--- src/rtl/commit_unit.sv ---
// commit_unit: in-order retirement engine for the active list. Keeps head/tail
// with colour bits, retires one ready instruction per cycle, drains stores by handshake.
module commit_unit #(
  parameter int ACTIVE_SIZE = 32,
  parameter int PHYS_W      = 6,
  parameter int BR_SIZE     = 4,
  parameter int LQ_SIZE     = 8,
  parameter int SQ_SIZE     = 8,
  parameter int FREE_SIZE   = 64
) (
  input  logic                             clk,
  input  logic                             rst,
  input  logic                             alloc_valid,
  output logic                             alloc_ready,
  input  logic                             alloc_is_load,
  input  logic                             alloc_is_store,
  input  logic                             alloc_is_branch,
  input  logic                             alloc_uses_rw,
  input  logic [PHYS_W-1:0]                alloc_reclaim,
  output logic [$clog2(ACTIVE_SIZE)-1:0]   alloc_id,
  input  logic                             done_valid,
  input  logic [$clog2(ACTIVE_SIZE)-1:0]   done_id,
  input  logic                             flush_valid,
  input  logic [$clog2(ACTIVE_SIZE):0]     flush_tail,
  output logic                             store_req,
  input  logic                             store_ack,
  output logic                             commit_valid,
  output logic [$clog2(ACTIVE_SIZE)-1:0]   commit_id,
  output logic                             branch_done,
  output logic                             load_done,
  output logic                             store_done,
  output logic                             free_valid,
  output logic [PHYS_W-1:0]                free_reg,
  output logic [$clog2(BR_SIZE)-1:0]       branch_read_pointer,
  output logic [$clog2(LQ_SIZE)-1:0]       load_commit_pointer,
  output logic [$clog2(SQ_SIZE)-1:0]       store_commit_pointer,
  output logic [$clog2(FREE_SIZE)-1:0]     free_tail_pointer,
  output logic [$clog2(ACTIVE_SIZE)-1:0]   oldest_inst_pointer,
  output logic [$clog2(ACTIVE_SIZE):0]     count,
  output logic                             full,
  output logic                             empty
);

  localparam int A  = $clog2(ACTIVE_SIZE);
  localparam int BW = $clog2(BR_SIZE);
  localparam int LW = $clog2(LQ_SIZE);
  localparam int SW = $clog2(SQ_SIZE);
  localparam int FW = $clog2(FREE_SIZE);

  typedef enum logic [0:0] {
    RUN        = 1'b0,
    STORE_WAIT = 1'b1
  } state_t;

  state_t                 state_r;
  state_t                 state_nxt_s;
  logic [A:0]             head_r;
  logic [A:0]             tail_r;
  logic [A-1:0]           head_idx_s;
  logic [ACTIVE_SIZE-1:0] ready_r;
  logic [ACTIVE_SIZE-1:0] is_load_r;
  logic [ACTIVE_SIZE-1:0] is_store_r;
  logic [ACTIVE_SIZE-1:0] is_branch_r;
  logic [ACTIVE_SIZE-1:0] uses_rw_r;
  logic [PHYS_W-1:0]      reclaim_r [ACTIVE_SIZE];
  logic                   full_s;
  logic                   empty_s;
  logic                   alloc_fire_s;
  logic                   retire_s;
  logic                   store_req_r;
  logic                   commit_valid_r;
  logic                   branch_done_r;
  logic                   load_done_r;
  logic                   store_done_r;
  logic                   free_valid_r;
  logic [A-1:0]           commit_id_r;
  logic [PHYS_W-1:0]      free_reg_r;
  logic [BW-1:0]          br_ptr_r;
  logic [LW-1:0]          ld_ptr_r;
  logic [SW-1:0]          st_ptr_r;
  logic [FW-1:0]          free_ptr_r;

  assign head_idx_s   = head_r[A-1:0];
  assign empty_s      = (head_r == tail_r);
  assign full_s       = (head_r[A-1:0] == tail_r[A-1:0]) && (head_r[A] != tail_r[A]);
  assign alloc_fire_s = alloc_valid && !full_s && !flush_valid;

  // Retire decision: ready is read from registered state, stores wait for the drain ack.
  always_comb begin
    state_nxt_s = state_r;
    retire_s    = 1'b0;
    case (state_r)
      RUN: begin
        if (!empty_s && ready_r[head_idx_s]) begin
          if (is_store_r[head_idx_s]) begin
            state_nxt_s = STORE_WAIT;
          end else begin
            retire_s = 1'b1;
          end
        end else begin
          state_nxt_s = RUN;
        end
      end
      STORE_WAIT: begin
        if (store_ack) begin
          retire_s    = 1'b1;
          state_nxt_s = RUN;
        end else begin
          state_nxt_s = STORE_WAIT;
        end
      end
      default: begin
        state_nxt_s = RUN;
        retire_s    = 1'b0;
      end
    endcase
  end

  // FSM state and the store request that mirrors the waiting state.
  always_ff @(posedge clk or posedge rst) begin
    if (rst) begin
      state_r     <= RUN;
      store_req_r <= 1'b0;
    end else begin
      state_r     <= state_nxt_s;
      store_req_r <= (state_nxt_s == STORE_WAIT);
    end
  end

  // Tail pointer: a flush overrides any allocation in the same cycle.
  always_ff @(posedge clk or posedge rst) begin
    if (rst) begin
      tail_r <= {(A+1){1'b0}};
    end else if (flush_valid) begin
      tail_r <= flush_tail;
    end else if (alloc_fire_s) begin
      tail_r <= tail_r + (A+1)'(1);
    end else begin
      tail_r <= tail_r;
    end
  end

  // Per-entry fields; allocation clearing ready wins over a stale completion.
  always_ff @(posedge clk or posedge rst) begin
    if (rst) begin
      ready_r     <= {ACTIVE_SIZE{1'b0}};
      is_load_r   <= {ACTIVE_SIZE{1'b0}};
      is_store_r  <= {ACTIVE_SIZE{1'b0}};
      is_branch_r <= {ACTIVE_SIZE{1'b0}};
      uses_rw_r   <= {ACTIVE_SIZE{1'b0}};
      for (int i = 0; i < ACTIVE_SIZE; i++) begin
        reclaim_r[i] <= {PHYS_W{1'b0}};
      end
    end else begin
      if (done_valid) begin
        ready_r[done_id] <= 1'b1;
      end
      if (alloc_fire_s) begin
        ready_r[tail_r[A-1:0]]     <= 1'b0;
        is_load_r[tail_r[A-1:0]]   <= alloc_is_load;
        is_store_r[tail_r[A-1:0]]  <= alloc_is_store;
        is_branch_r[tail_r[A-1:0]] <= alloc_is_branch;
        uses_rw_r[tail_r[A-1:0]]   <= alloc_uses_rw;
        reclaim_r[tail_r[A-1:0]]   <= alloc_reclaim;
      end
    end
  end

  // Head and commit-side pointers advance only on retire.
  always_ff @(posedge clk or posedge rst) begin
    if (rst) begin
      head_r     <= {(A+1){1'b0}};
      br_ptr_r   <= {BW{1'b0}};
      ld_ptr_r   <= {LW{1'b0}};
      st_ptr_r   <= {SW{1'b0}};
      free_ptr_r <= {FW{1'b0}};
    end else if (retire_s) begin
      head_r <= head_r + (A+1)'(1);
      if (is_branch_r[head_idx_s]) br_ptr_r <= br_ptr_r + BW'(1);
      if (is_load_r[head_idx_s])   ld_ptr_r <= ld_ptr_r + LW'(1);
      if (is_store_r[head_idx_s])  st_ptr_r <= st_ptr_r + SW'(1);
      if (uses_rw_r[head_idx_s])   free_ptr_r <= free_ptr_r + FW'(1);
    end else begin
      head_r <= head_r;
    end
  end

  // Registered retire pulses, visible in the cycle after the retiring edge.
  always_ff @(posedge clk or posedge rst) begin
    if (rst) begin
      commit_valid_r <= 1'b0;
      commit_id_r    <= {A{1'b0}};
      branch_done_r  <= 1'b0;
      load_done_r    <= 1'b0;
      store_done_r   <= 1'b0;
      free_valid_r   <= 1'b0;
      free_reg_r     <= {PHYS_W{1'b0}};
    end else begin
      commit_valid_r <= retire_s;
      branch_done_r  <= retire_s && is_branch_r[head_idx_s];
      load_done_r    <= retire_s && is_load_r[head_idx_s];
      store_done_r   <= retire_s && is_store_r[head_idx_s];
      free_valid_r   <= retire_s && uses_rw_r[head_idx_s];
      if (retire_s) begin
        commit_id_r <= head_idx_s;
        free_reg_r  <= reclaim_r[head_idx_s];
      end
    end
  end

  assign alloc_ready          = !full_s;
  assign alloc_id             = tail_r[A-1:0];
  assign store_req            = store_req_r;
  assign commit_valid         = commit_valid_r;
  assign commit_id            = commit_id_r;
  assign branch_done          = branch_done_r;
  assign load_done            = load_done_r;
  assign store_done           = store_done_r;
  assign free_valid           = free_valid_r;
  assign free_reg             = free_reg_r;
  assign branch_read_pointer  = br_ptr_r;
  assign load_commit_pointer  = ld_ptr_r;
  assign store_commit_pointer = st_ptr_r;
  assign free_tail_pointer    = free_ptr_r;
  assign oldest_inst_pointer  = head_idx_s;
  assign count                = tail_r - head_r;
  assign full                 = full_s;
  assign empty                = empty_s;

endmodule
--- config.mk ---
export PLATFORM = sky130hd
export DESIGN_NAME = commit_unit
export DESIGN_NICKNAME = d
export VERILOG_FILES = /design/src/rtl/commit_unit.sv
export SDC_FILE = /design/constraint.sdc
export NUM_CORES = 1
export LEC_CHECK = 0
export CORE_UTILIZATION = 55
export CTS_BUF_LIST = sky130_fd_sc_hd__clkbuf_8
export CTS_CLUSTER_DIAMETER = 60
export DETAILED_ROUTE_END_ITERATION = 7
export HOLD_SLACK_MARGIN = 0.03
export PLACE_DENSITY = 0.7
export SYNTH_ARGS = -nofsm -noshare
export SYNTH_HDL_FRONTEND = slang
export SYNTH_SLANG_ARGS = --single-unit
--- constraint.sdc ---
create_clock -name clk -period 38.7 [get_ports clk]
set_input_delay 7.74 -clock clk [delete_from_list [all_inputs] [get_ports clk]]
set_output_delay 7.74 -clock clk [all_outputs]
set_load 0.005 [all_outputs]
==> results of run 1 <==
final timing paths:
path / from / endpoint / slack [ns] / depth (start not counted)
max in group asynchronous: rst / is_branch_r[4] / 28.55 / 4
setup / recovery: head_r[1] / count[5] / 27.56 / 8
hold reg to reg: load_commit_pointer[2] / load_commit_pointer[2] / 0.47 / 1
setup reg to reg: head_r[0] / commit_id[2] / 34.62 / 8
hold / removal: load_commit_pointer[2] / load_commit_pointer[2] / 0.47 / 1
min in group asynchronous: rst / is_store_r[1] / 7.73 / 2
synth_stat cells, drive strengths merged (6+ instances only):
cell      n  area, um^2
mux4    102        2300
nand2    44         165
nand3    14        70.1
xor2     16         140
buf      62         357
ha       13         163
nor2     63         239
nor3     13        80.1
o21ai     6        30.0
inv      12        45.0
clkbuf   46         173
xnor2    10        87.6
dfrtp   395        9880
a21oi    35         175
nor3b     7        57.6
mux2i     7        70.1
mux2    344        3880
area by class of cell:
| type | instances | area [um^2] | share of cell area |
|---|---|---|---|
| flip-flops and latches | 395 | 9890 | 0.480 |
| multi-input cells | 714 | 7810 | 0.379 |
| clock buffers | 81 | 1110 | 0.0541 |
| repair buffers | 112 | 1030 | 0.0500 |
| well taps | 442 | 553 | 0.0268 |
| clock inverters | 37 | 169 | 0.00819 |
| inverters | 12 | 52.6 | 0.00255 |
through the flow:
step                      worst slack, ns  utilization  hold WS [ns]  instance area (um^2)
after detailed placement            27.81        0.593         0.461                 19300
final                               27.56        0.632         0.469                 20600
after floorplan                     19.98            -         0.455                 18300
after global routing                27.41        0.632         0.482                 20600
after global placement              27.84        0.593         0.460                 19300
after CTS                           27.54        0.632         0.469                 20600
routing by layer:
layer / vias up / routed length [um] / global-route usage
li1: 4637 / - / -
met1: 5655 / 18700 / 0.370
met2: 328 / 20000 / 0.416
met3: 74 / 2620 / 0.0567
met4: 0 / 812 / 0.0733
met5: - / 0 / 0
report_power, final:
| group | leakage, nW | internal [mW] | switching [mW] | total (mW) |
|---|---|---|---|---|
| Clock | 0.758 | 0.190 | 0.168 | 0.358 |
| Sequential | 5.18 | 0.523 | 0.0749 | 0.598 |
| Combinational | 3.62 | 0.268 | 0.209 | 0.478 |
worst max-delay path, cell delays in order, from the launching register on:
cell,delay (ns)
dfrtp_4,0.91
inv_1,0.18
ha_1,0.33
a21o_1,0.18
a21o_1,0.19
a21o_1,0.18
a21oi_1,0.18
xnor2_1,0.14
clkdlybuf4s50_1,0.52
cell families (layout without fill, tap and decap cells):
| group | count (synthesis) | count (layout) | synth area share |
|---|---|---|---|
| muxes | 453 | 453 | 0.342 |
| DFF | 395 | 395 | 0.541 |
| and+or+nand+nor | 164 | 164 | 0.0426 |
| buffers and inverters | 120 | 242 | 0.0315 |
| AOI/OAI and AO/OA | 57 | 57 | 0.0199 |
| xor gates and xnor gates | 26 | 26 | 0.0125 |
| adders and majority gates | 14 | 14 | 0.0100 |
==> reports/qor.yml, run 1 <==
cts:
  cts_buffers: 67
  htree_levels: 3
  post_cts.repair.setup_buffers: 0
  clockBufferDepth: 3
  clk_latency_ns: 0.59
  cts-root-buf: "clkbuf_8"
  clock-sinks: 395
  ctsResizeCount: 0
  clk_pin_slew_worst_paths_ns: 0.06
  hold_buffers: 0
  cts_tree: "done"
floorplan:
  core_um2: 32600
  dieWidth_um: 184
  dieArea_um2: 33900
  io_pins: 77
  rows: 66
  die_h_um: 184
  initial_utilization: 0.560
global_route:
  grt_pass1_wl_um: 66800
  antenna_found_initial: 0
  grtUsageTotal: 0.263
  gr-total-overflow: 0
  grt_pass1_vias: 11194
  grt_max_degree: 126
final_layout:
  insertedDiodeCount: 0
  area_growth_pct: 12.9
  drive_above_1_share: 0.433
  layout_common_cells: "dfrtp_1 (393), mux2_2 (336), mux4_2 (102)"
  finish.net_count: 1343
  fill_cells: 2483
  max_flop_register: "reclaim_r"
  layout.cells.most_common: "dfrtp_1"
  largest_reg_flops: 192
  layoutNonFillerInstCount: 1793
pwr:
  irDropWorstVdd_mv: 0.0361
  total_power_mw: 1.43
  p_leak_nw: 9.56
  p_per_area_nw_per_um2: 69.5
sta:
  setup_viol: 0
  max_freq_ghz: 0.0898
  fin_crit_sh: 0.288
  fin_setup_tns_ns: 0
  hold_violations: 0
  slew-limit-headroom: 0.174
  finalMaxSlewViolations: 0
  fin_crit_ns: 11.14
  clock_skew_ns: 0.0281
  rsz0062_at_grt: "no"
  worst_pin_slew_ns: 1.23
drt:
  firstDrtPassIters: 5
  vias: 10694
  drtIter0Drc: 725
  routed_via_density: 5.96
  drt-total-wl_um: 42200
  antenna_left: 0
  routedWlPerCell_um: 23.5
  drc_errors: 0
synthesis:
  synth_edf_count: 0
  syn_area_um2: 18300
  seq_area_frac_synth: 0.541
  syn_area_per_cell_um2: 14.9
  synth.distinct_cells: 45
  ys_warn_count: 0
  syn_inst: 1229
  synth.net_count: 1270
  synthArstFlopShare: 1.00
  ys.flop_type: "dfrtp_1"
  ys_seq_elements: 395
placed_design:
  gp_congestion: 0.803
  place_inst: 1675
  dpl.hpwl_um: 26200
  port_buffers: 76
setup_path:
  end_kind: "primary output"
  startpoint_type: "flop"
  critPathKind: "flop to primary output"
  cp_max_fo: 43
  worstPathArrival_ns: 3.40
  worst_ep_required_time_ns: 30.96
job:
  drv_cap: 0
run_status:
  status: "finished, final reports clean"
min_path:
  hp-class: "flop to flop"
No activity file was read; power rests on OpenSTA's default activity.
==> run 2: changes to the inputs <==
Clock period 38.7 ns to 11.1 ns, I/O delays scaled along.
==> run 2 against run 1 <==
Flip-flop and latch count is the same. Non-clock buffer count is 8 lower. Critical path depth is 1 lower. Register-to-register slack got worse by 28 ns. Worst hold slack worse by 0.0021 ns. Core utilization down 0.061 points. Die area unchanged. Largest cell class unchanged. Power rose to 3.5 times the previous value.
==> reports/qor.yml, run 2 (synthesis gave the netlist of run 1 again) <==
run_status:
  status: "finished, final reports clean"  # unchanged
sta:
  fin_crit_ns: 5.32
  clock_skew_ns: 0.0359  # was 0.0281 ns
  max_freq_ghz: 0.188
  fin_setup_tns_ns: 0  # unchanged
  fin_crit_sh: 0.479
  setup_viol: 0  # unchanged
  slew-limit-headroom: 0.138  # was 0.174
  hold_violations: 0  # unchanged
  worst_pin_slew_ns: 1.29  # was 1.23 ns
  finalMaxSlewViolations: 0  # unchanged
  rsz0062_at_grt: "no"  # unchanged
cts:
  post_cts.repair.setup_buffers: 0  # unchanged
  hold_buffers: 0  # unchanged
  ctsResizeCount: 0  # unchanged
  htree_levels: 3  # unchanged
  cts-root-buf: "clkbuf_8"  # unchanged
  clk_pin_slew_worst_paths_ns: 0.06  # about the same
  clk_latency_ns: 0.59  # about the same
  clockBufferDepth: 3  # unchanged
  cts_buffers: 68  # was 67
  cts_tree: "done"  # unchanged
  clock-sinks: 395  # unchanged
placed_design:
  dpl.hpwl_um: 26400  # was 26200 um
  port_buffers: 76  # unchanged
  placement.cell_area_um2: 19300  # about the same
  gp_congestion: 0.847  # was 0.803
final_layout:
  fin_util: 0.631  # was 0.632
  max_flop_register: "reclaim_r"  # unchanged
  drive_above_1_share: 0.430  # was 0.433
  multiInputGateArea_um2: 7810  # about the same
  area_growth_pct: 12.8  # was 12.9%
  seq_area_um2: 9890  # unchanged
  layout_common_cells: "dfrtp_1 (393), mux2_2 (336), mux4_2 (102)"  # unchanged
  stdcell_area_um2: 20600  # about the same
  finish.net_count: 1336  # was 1343
  fill_cells: 2446  # was 2483
  layout.cells.most_common: "dfrtp_1"  # unchanged
  largest_reg_flops: 192  # unchanged
pwr:
  p_leak_nw: 9.52  # was 9.56 nW
  irDropWorstVdd_mv: 0.130  # was 0.0361 mV
  p_per_area_nw_per_um2: 245  # was 69.5 nW/um^2
floorplan:
  initial_utilization: 0.560  # unchanged
  io_pins: 77  # unchanged
  dieWidth_um: 184  # unchanged
  rows: 66  # unchanged
  die_h_um: 184  # unchanged
  dieArea_um2: 33900  # unchanged
  core_um2: 32600  # unchanged
drt:
  drtIter0Drc: 726  # was 725
  drt-total-wl_um: 42000  # was 42200 um
  vias: 10728  # was 10694
  antenna_left: 0  # unchanged
  routedWlPerCell_um: 23.5  # about the same
  routed_via_density: 6.01  # was 5.96
  firstDrtPassIters: 5  # unchanged
  drc_errors: 0  # unchanged
global_route:
  gr-total-overflow: 0  # unchanged
  antenna_found_initial: 1  # was 0
  grt_pass1_vias: 11269  # was 11194
  grtUsageTotal: 0.264  # was 0.263
  grt_pass1_wl_um: 67100  # was 66800 um
  grt_max_degree: 154  # was 126
setup_path:
  cp.buffers_inverters: 2  # unchanged
  end_kind: "primary output"  # unchanged
  worstPathArrival_ns: 3.10  # was 3.40 ns
  path_cells: "ha_1 > inv_1 > fa_1 > a21o_1 > a21oi_1 > xnor2_1 > clkdlybuf4s50_1"  # was inv_1 > ha_1 > a21o_1 > a21o_1 > a21o_1 > a21oi_1 > xnor2_1 > clkdlybuf4s50_1
  cp_max_fo: 26  # was 43
  critPathTopFamily: "flip-flops"  # unchanged
  cpMaxStageDelayCell: "dfrtp_4"  # unchanged
  critPathKind: "flop to primary output"  # unchanged
  worst_ep_required_time_ns: 8.88  # was 30.96 ns
  startpoint_type: "flop"  # unchanged
  cpPeakStageDelay_ns: 0.77  # was 0.91 ns
job:
  drv_cap: 0  # unchanged
min_path:
  hp-class: "flop to flop"  # unchanged
[run 2: final timing paths]
kind | from | endpoint | slack (ns) | cells past startpoint
worst max-delay path | head_r[0] | count[4] | 5.78 | 7
worst min-delay path | free_tail_pointer[5] | free_tail_pointer[5] | 0.47 | 1
worst max register to register | head_r[0] | commit_id[2] | 6.21 | 9
worst min register to register | free_tail_pointer[5] | free_tail_pointer[5] | 0.47 | 1
max in group asynchronous | rst | head_r[0] | 6.84 | 4
min in group asynchronous | rst | reclaim_r[149] | 2.13 | 2
[run 2: area by class of cell]
type,count,share of cell area
sequential,395,0.480
multi-input combinational,714,0.379
clock buffer,82,0.0548
timing repair buffer,104,0.0477
tap,442,0.0268
clock inverter,35,0.00881
inverter,12,0.00237
antenna,1,0.000121
[run 2: layer usage]
metal / wire length, um / GRT usage
met1: 19200 / 0.381
met2: 19900 / 0.413
met3: 2100 / 0.0447
met4: 789 / 0.0823
met5: 0 / 0
[run 2: stage by stage]
stage                     total power [mW]  cells  setup WS (ns)  hold slack (ns)
after floorplan                       3.29   1229           3.56            0.455
after global placement                3.76   1667           5.92            0.459
after detailed placement              3.80   1667           5.91            0.466
after CTS                             5.08   1784           5.71            0.474
after global routing                  5.32   1785           5.57            0.477
final                                 5.04   1785           5.78            0.467
[run 2: worst register-to-register path, delay by kind of cell (launching register included)]
kind,cells,cell delay [ns]
and+or+nand+nor,2,0.75
DFF,1,0.77
AOI/OAI and AO/OA,1,0.28
buffers and inverters,3,1.67
muxes,3,1.28
[run 2: power breakdown]
part           switching [mW]  internal, mW  total (mW)
Clock                   0.580         0.690        1.27
Sequential              0.237          1.82        2.06
Combinational           0.772         0.939        1.71
==> run 3: changes to the inputs <==
Settings changed: PLACE_DENSITY 0.7 to 0.73.
Clock period 11.1 ns to 4.8 ns, I/O delays scaled along.
==> run 3 against run 2 <==
Combinational power is 130% higher. Via count fell by 0.29%. Largest power group unchanged. Power is 130% higher. Clock-buffer cell count is 2 higher. Largest cell class unchanged.
==> reports/qor.yml, run 3 (synthesis gave the netlist of run 1 again) <==
run_status:
  status: "finished, final reports clean"  # unchanged
global_route:
  grt_max_degree: 144  # was 154
  antenna_found_initial: 0  # was 1
  grt_pass1_wl_um: 66800  # was 67100 um
  gr-total-overflow: 0  # unchanged
  grtUsageTotal: 0.264  # about the same
  grt_pass1_vias: 11223  # was 11269
cts:
  htree_levels: 3  # unchanged
  post_cts.repair.setup_buffers: 0  # unchanged
  cts_buffers: 67  # was 68
  clockBufferDepth: 3  # unchanged
  hold_buffers: 0  # unchanged
  clk_pin_slew_worst_paths_ns: 0.06  # about the same
  cts_tree: "done"  # unchanged
  ctsResizeCount: 0  # unchanged
  cts-root-buf: "clkbuf_8"  # unchanged
  clk_latency_ns: 0.59  # about the same
  clock-sinks: 395  # unchanged
job:
  drv_cap: 0  # unchanged
drt:
  routedWlPerCell_um: 23.3  # was 23.5 um
  antenna_left: 0  # unchanged
  drt-total-wl_um: 41900  # was 42000 um
  drtIter0Drc: 723  # was 726
  drc_errors: 0  # unchanged
  routed_via_density: 5.95  # was 6.01
  vias: 10697  # was 10728
  firstDrtPassIters: 4  # was 5
min_path:
  min-delay-start: "load_commit_pointer[2]"  # was free_tail_pointer[5]
  hp-class: "flop to flop"  # unchanged
  hold-path-cell-count: 1  # unchanged
final_layout:
  drive_above_1_share: 0.434  # was 0.430
  fin_util: 0.635  # was 0.631
  finish.net_count: 1347  # was 1336
  area_growth_pct: 13.5  # was 12.8%
  insertedDiodeCount: 0  # was 1
  layoutNonFillerInstCount: 1798  # was 1785
  multiInputGateArea_um2: 7800  # was 7810 um^2
  layout_common_cells: "dfrtp_1 (393), mux2_2 (336), mux4_2 (102)"  # unchanged
  layout.cells.most_common: "dfrtp_1"  # unchanged
  fill_cells: 2414  # was 2446
  seq_area_um2: 9890  # unchanged
  largest_reg_flops: 192  # unchanged
  max_flop_register: "reclaim_r"  # unchanged
sta:
  fin_crit_ns: 4.07
  clock_skew_ns: 0.0376  # was 0.0359 ns
  fin_crit_sh: 0.848
  hold_violations: 0  # unchanged
  fin_setup_tns_ns: 0  # unchanged
  rsz0062_at_grt: "no"  # unchanged
  setup_viol: 0  # unchanged
  holdWs_ns: 0.465  # was 0.467 ns
  max_freq_ghz: 0.246
  worst_pin_slew_ns: 1.29  # about the same
  slew-limit-headroom: 0.137  # was 0.138
  finalMaxSlewViolations: 0  # unchanged
floorplan:
  rows: 66  # unchanged
  io_pins: 77  # unchanged
  die_h_um: 184  # unchanged
  dieArea_um2: 33900  # unchanged
  core_um2: 32600  # unchanged
  initial_utilization: 0.560  # unchanged
  dieWidth_um: 184  # unchanged
setup_path:
  critPathKind: "flop to primary output"  # unchanged
  worstPathArrival_ns: 3.11  # was 3.10 ns
  startpoint: "head_r[0]"  # unchanged
  end_kind: "primary output"  # unchanged
  cp_max_fo: 22  # was 26
  startpoint_type: "flop"  # unchanged
  timing.rr.start: "head_r[4]"  # was head_r[0]
  worst_ep_required_time_ns: 3.84  # was 8.88 ns
  ff2ff_path_depth: 9  # unchanged
placed_design:
  dpl.hpwl_um: 26200  # was 26400 um
  gp_congestion: 0.841  # was 0.847
  place_inst: 1679  # was 1667
  port_buffers: 76  # unchanged
pwr:
  p_per_area_nw_per_um2: 561  # was 245 nW/um^2
  irDropWorstVdd_mv: 0.514  # was 0.130 mV
  p_leak_nw: 9.60  # was 9.52 nW
run 3: cell type report:
| type | count | share of cell area |
|---|---|---|
| Sequential cell | 395 | 0.477 |
| Multi-Input combinational cell | 714 | 0.376 |
| Clock buffer | 84 | 0.0558 |
| Timing Repair Buffer | 116 | 0.0536 |
| Tap cell | 442 | 0.0267 |
| Clock inverter | 35 | 0.00767 |
| Inverter | 12 | 0.00235 |
run 3: per-stage QoR:
stage / power [mW] / area [um^2] / setup slack (ns)
after floorplan: 7.60 / 18300 / -1.48
after global placement: 8.65 / 19400 / 1.27
after detailed placement: 8.77 / 19400 / 1.17
after CTS: 11.7 / 20700 / 0.663
after global routing: 12.3 / 20700 / 0.567
final: 11.6 / 20700 / 0.732
run 3: path summary, 6_finish.rpt:
check / to / slack (ns)
worst max-delay path: count[4] / 0.73
worst min-delay path: load_commit_pointer[2] / 0.47
worst max register to register: is_store_r[5] / 1.22
worst min register to register: load_commit_pointer[2] / 0.47
max in group asynchronous: head_r[0] / 2.96
min in group asynchronous: reclaim_r[101] / 0.71
run 3: critical path, stage by stage, from the launching register on:
cell             delay [ns]
dfrtp_4                0.74
ha_1                   0.23
inv_1                  0.06
fa_1                   0.41
a21o_1                 0.20
a21oi_1                0.18
xnor2_1                0.16
clkdlybuf4s50_1        0.54
run 3: metal layers:
metal | part of all wire | wire length, um | track usage | up-vias
li1 | - | - | - | 4622
met1 | 0.44 | 18400 | 0.369 | 5690
met2 | 0.48 | 20300 | 0.423 | 316
met3 | 0.057 | 2400 | 0.0476 | 69
met4 | 0.020 | 855 | 0.0800 | 0
met5 | 0 | 0 | 0 | -
run 3: power by group:
group	switching [mW]	internal, mW	total (mW)
registers	0.555	4.22	4.77
clock network	1.33	1.58	2.91
logic	1.75	2.19	3.94
total	3.64	7.98	11.6
==> RTL edit (settings of run 3) <==
Put a register stage on the output `count`, without a reset. The value now appears one clock later. The other outputs are not delayed to match.
--- a/src/rtl/commit_unit.sv
+++ b/src/rtl/commit_unit.sv
@@ -223,7 +223,9 @@
   assign store_commit_pointer = st_ptr_r;
   assign free_tail_pointer    = free_ptr_r;
   assign oldest_inst_pointer  = head_idx_s;
-  assign count                = tail_r - head_r;
+  always_ff @(posedge clk) begin
+    count <= tail_r - head_r;
+  end
   assign full                 = full_s;
   assign empty                = empty_s;
 
Check against the original RTL: not equivalent (a bounded check fails within 4 cycles, from zero or initial values and one cycle with rst high).
==> RTL edit against run 3 <==
- critical path depth is 2 higher
- setup slack improved by 250 ps
- routed wire length is 0.31% higher
- final area is 1.2% higher
- cell count rose by 3.4%
- clock power up 5%
- highest routed layer unchanged
- critical path type is now register to register
- synthesized area is 0.97% higher
- sequential cell count up 6
- largest cell class unchanged
- total power increased by 3.3%
==> RTL edit: results (changes against run 3) <==
stage,metric,value,unit,change
logic_synthesis,Synth Area in Adders,0.991,%,-0.0096 points
global_routing,gr usage total,25.9,%,-0.48 points
placed_design,Placed Cells,1737,,+3.5%
placed_design,Setup WS pre-CTS,968,ps,-205 ps
logic_synthesis,Mean Syn Cell Area,14.3,sq um,-3.6%
global_routing,number of global-route vias before repair,11700,,+4.4%
finish,fin nets,1406,,+4.4%
global_routing,largest net degree at the start of global routing,117,,-19%
worst_setup_path,Critical Path AT,4280,ps,+1170 ps
global_routing,met2 global-route usage,43.4,%,+1.1 points
worst_hold_path,hold_sp,branch_read_pointer[1],,
logic_synthesis,Post-Syn Nets,1328,,+4.6%
pwr,LEAKAGE,9.90,nW,+3.0%
logic_synthesis,Post-Synth XOR/XNOR Area,1.23,%,-0.019 points
timing,setup ws final,982,ps,+251 ps
routing,WL/cell,22.6,um,-3.0%
finish,share of cells above drive strength 1,31.5,%,-12 points
routing,number of DRC markers in iteration 0,684,,-5.4%
placed_design,RePlAce Congestion,0.906,,+7.7%
logic_synthesis,"Seq/Total Area, Yosys",54.3,%,+0.13 points
global_routing,met1 global-route usage,34.8,%,-2.1 points
timing,Slew @ Worst Pin,1240,ps,-46.2 ps
global_routing,first-pass GRT wire length,66800,um,about the same
logic_synthesis,Area contributors post-synth,"dfrtp_1 54%, mux2_2 13%, mux4_2 9.9%",,
logic_synthesis,"top cells by count, synth","395 x dfrtp_1, 205 x mux2_2, 123 x mux2_1",,
worst_hold_path,Min-Delay Endpoint,branch_read_pointer[1],,
logic_synthesis,"Async S/R FF share, synth",98.5,%,-1.5 points
routing,met1 WL,18400,um,+0.44%
logic_synthesis,Synth Area in Compound Gates,3.77,%,+1.8 points
clock_tree,CTS Buf Count,68,,+1.5%
routing,Vias,11100,,+3.9%
run_status,status,completed,,
timing,skew final,32.1,ps,-5.55 ps
routing,routed wl met3,2000,um,-17%
worst_setup_path,Worst Path Max Fanout,27,,+23%
placed_design,HPWL after DPL,26700,um,+2.2%
placed_design,placed instance area,0.0196,sq mm,+0.83%
pwr,peak supply drop,0.304,mV,-41%
worst_setup_path,worst r2r src,head_r[0],,
routing,routed wl met2,20800,um,+2.5%
global_routing,met3 Usage GRT,4.15,%,-0.61 points
logic_synthesis,post-synthesis mux area share,32.0,%,-2.2 points
-- RTL edit: changes by cell type after synthesis, sizes merged, moves of 12 or more --
cell,run 3,this run
mux2i,7,38
mux4,102,81
mux2,344,328
nor2,63,50
a21oi,35,49
nand2,44,56
-- RTL edit: where the power goes --
group / leakage (nW) / total [W] / switching (W) / internal [W]
Combinational: 3.86 / 0.00403 / 0.00192 / 0.00211
Sequential: 5.22 / 0.00490 / 0.000572 / 0.00433
Clock: 0.810 / 0.00307 / 0.00136 / 0.00171
Total: 9.90 / 0.0120 / 0.00385 / 0.00815
-- RTL edit: cell type report --
type	count	area (sq um)
clock buffer	89	1220
clock inverter	33	170
fill	2504	11800
inverter	16	65.1
multi-input combinational	764	7840
sequential	401	10000
tap	442	553
timing repair buffer	114	1100
-- RTL edit: critical path, cell delays in order, from the launching register on --
cell	delay [ps]
dfrtp_4	720
buf_4	380
mux4_2	550
mux2_2	300
o221a_1	290
a311oi_2	280
a2bb2o_4	320
clkinv_2	300
and2_4	230
mux2_1	310
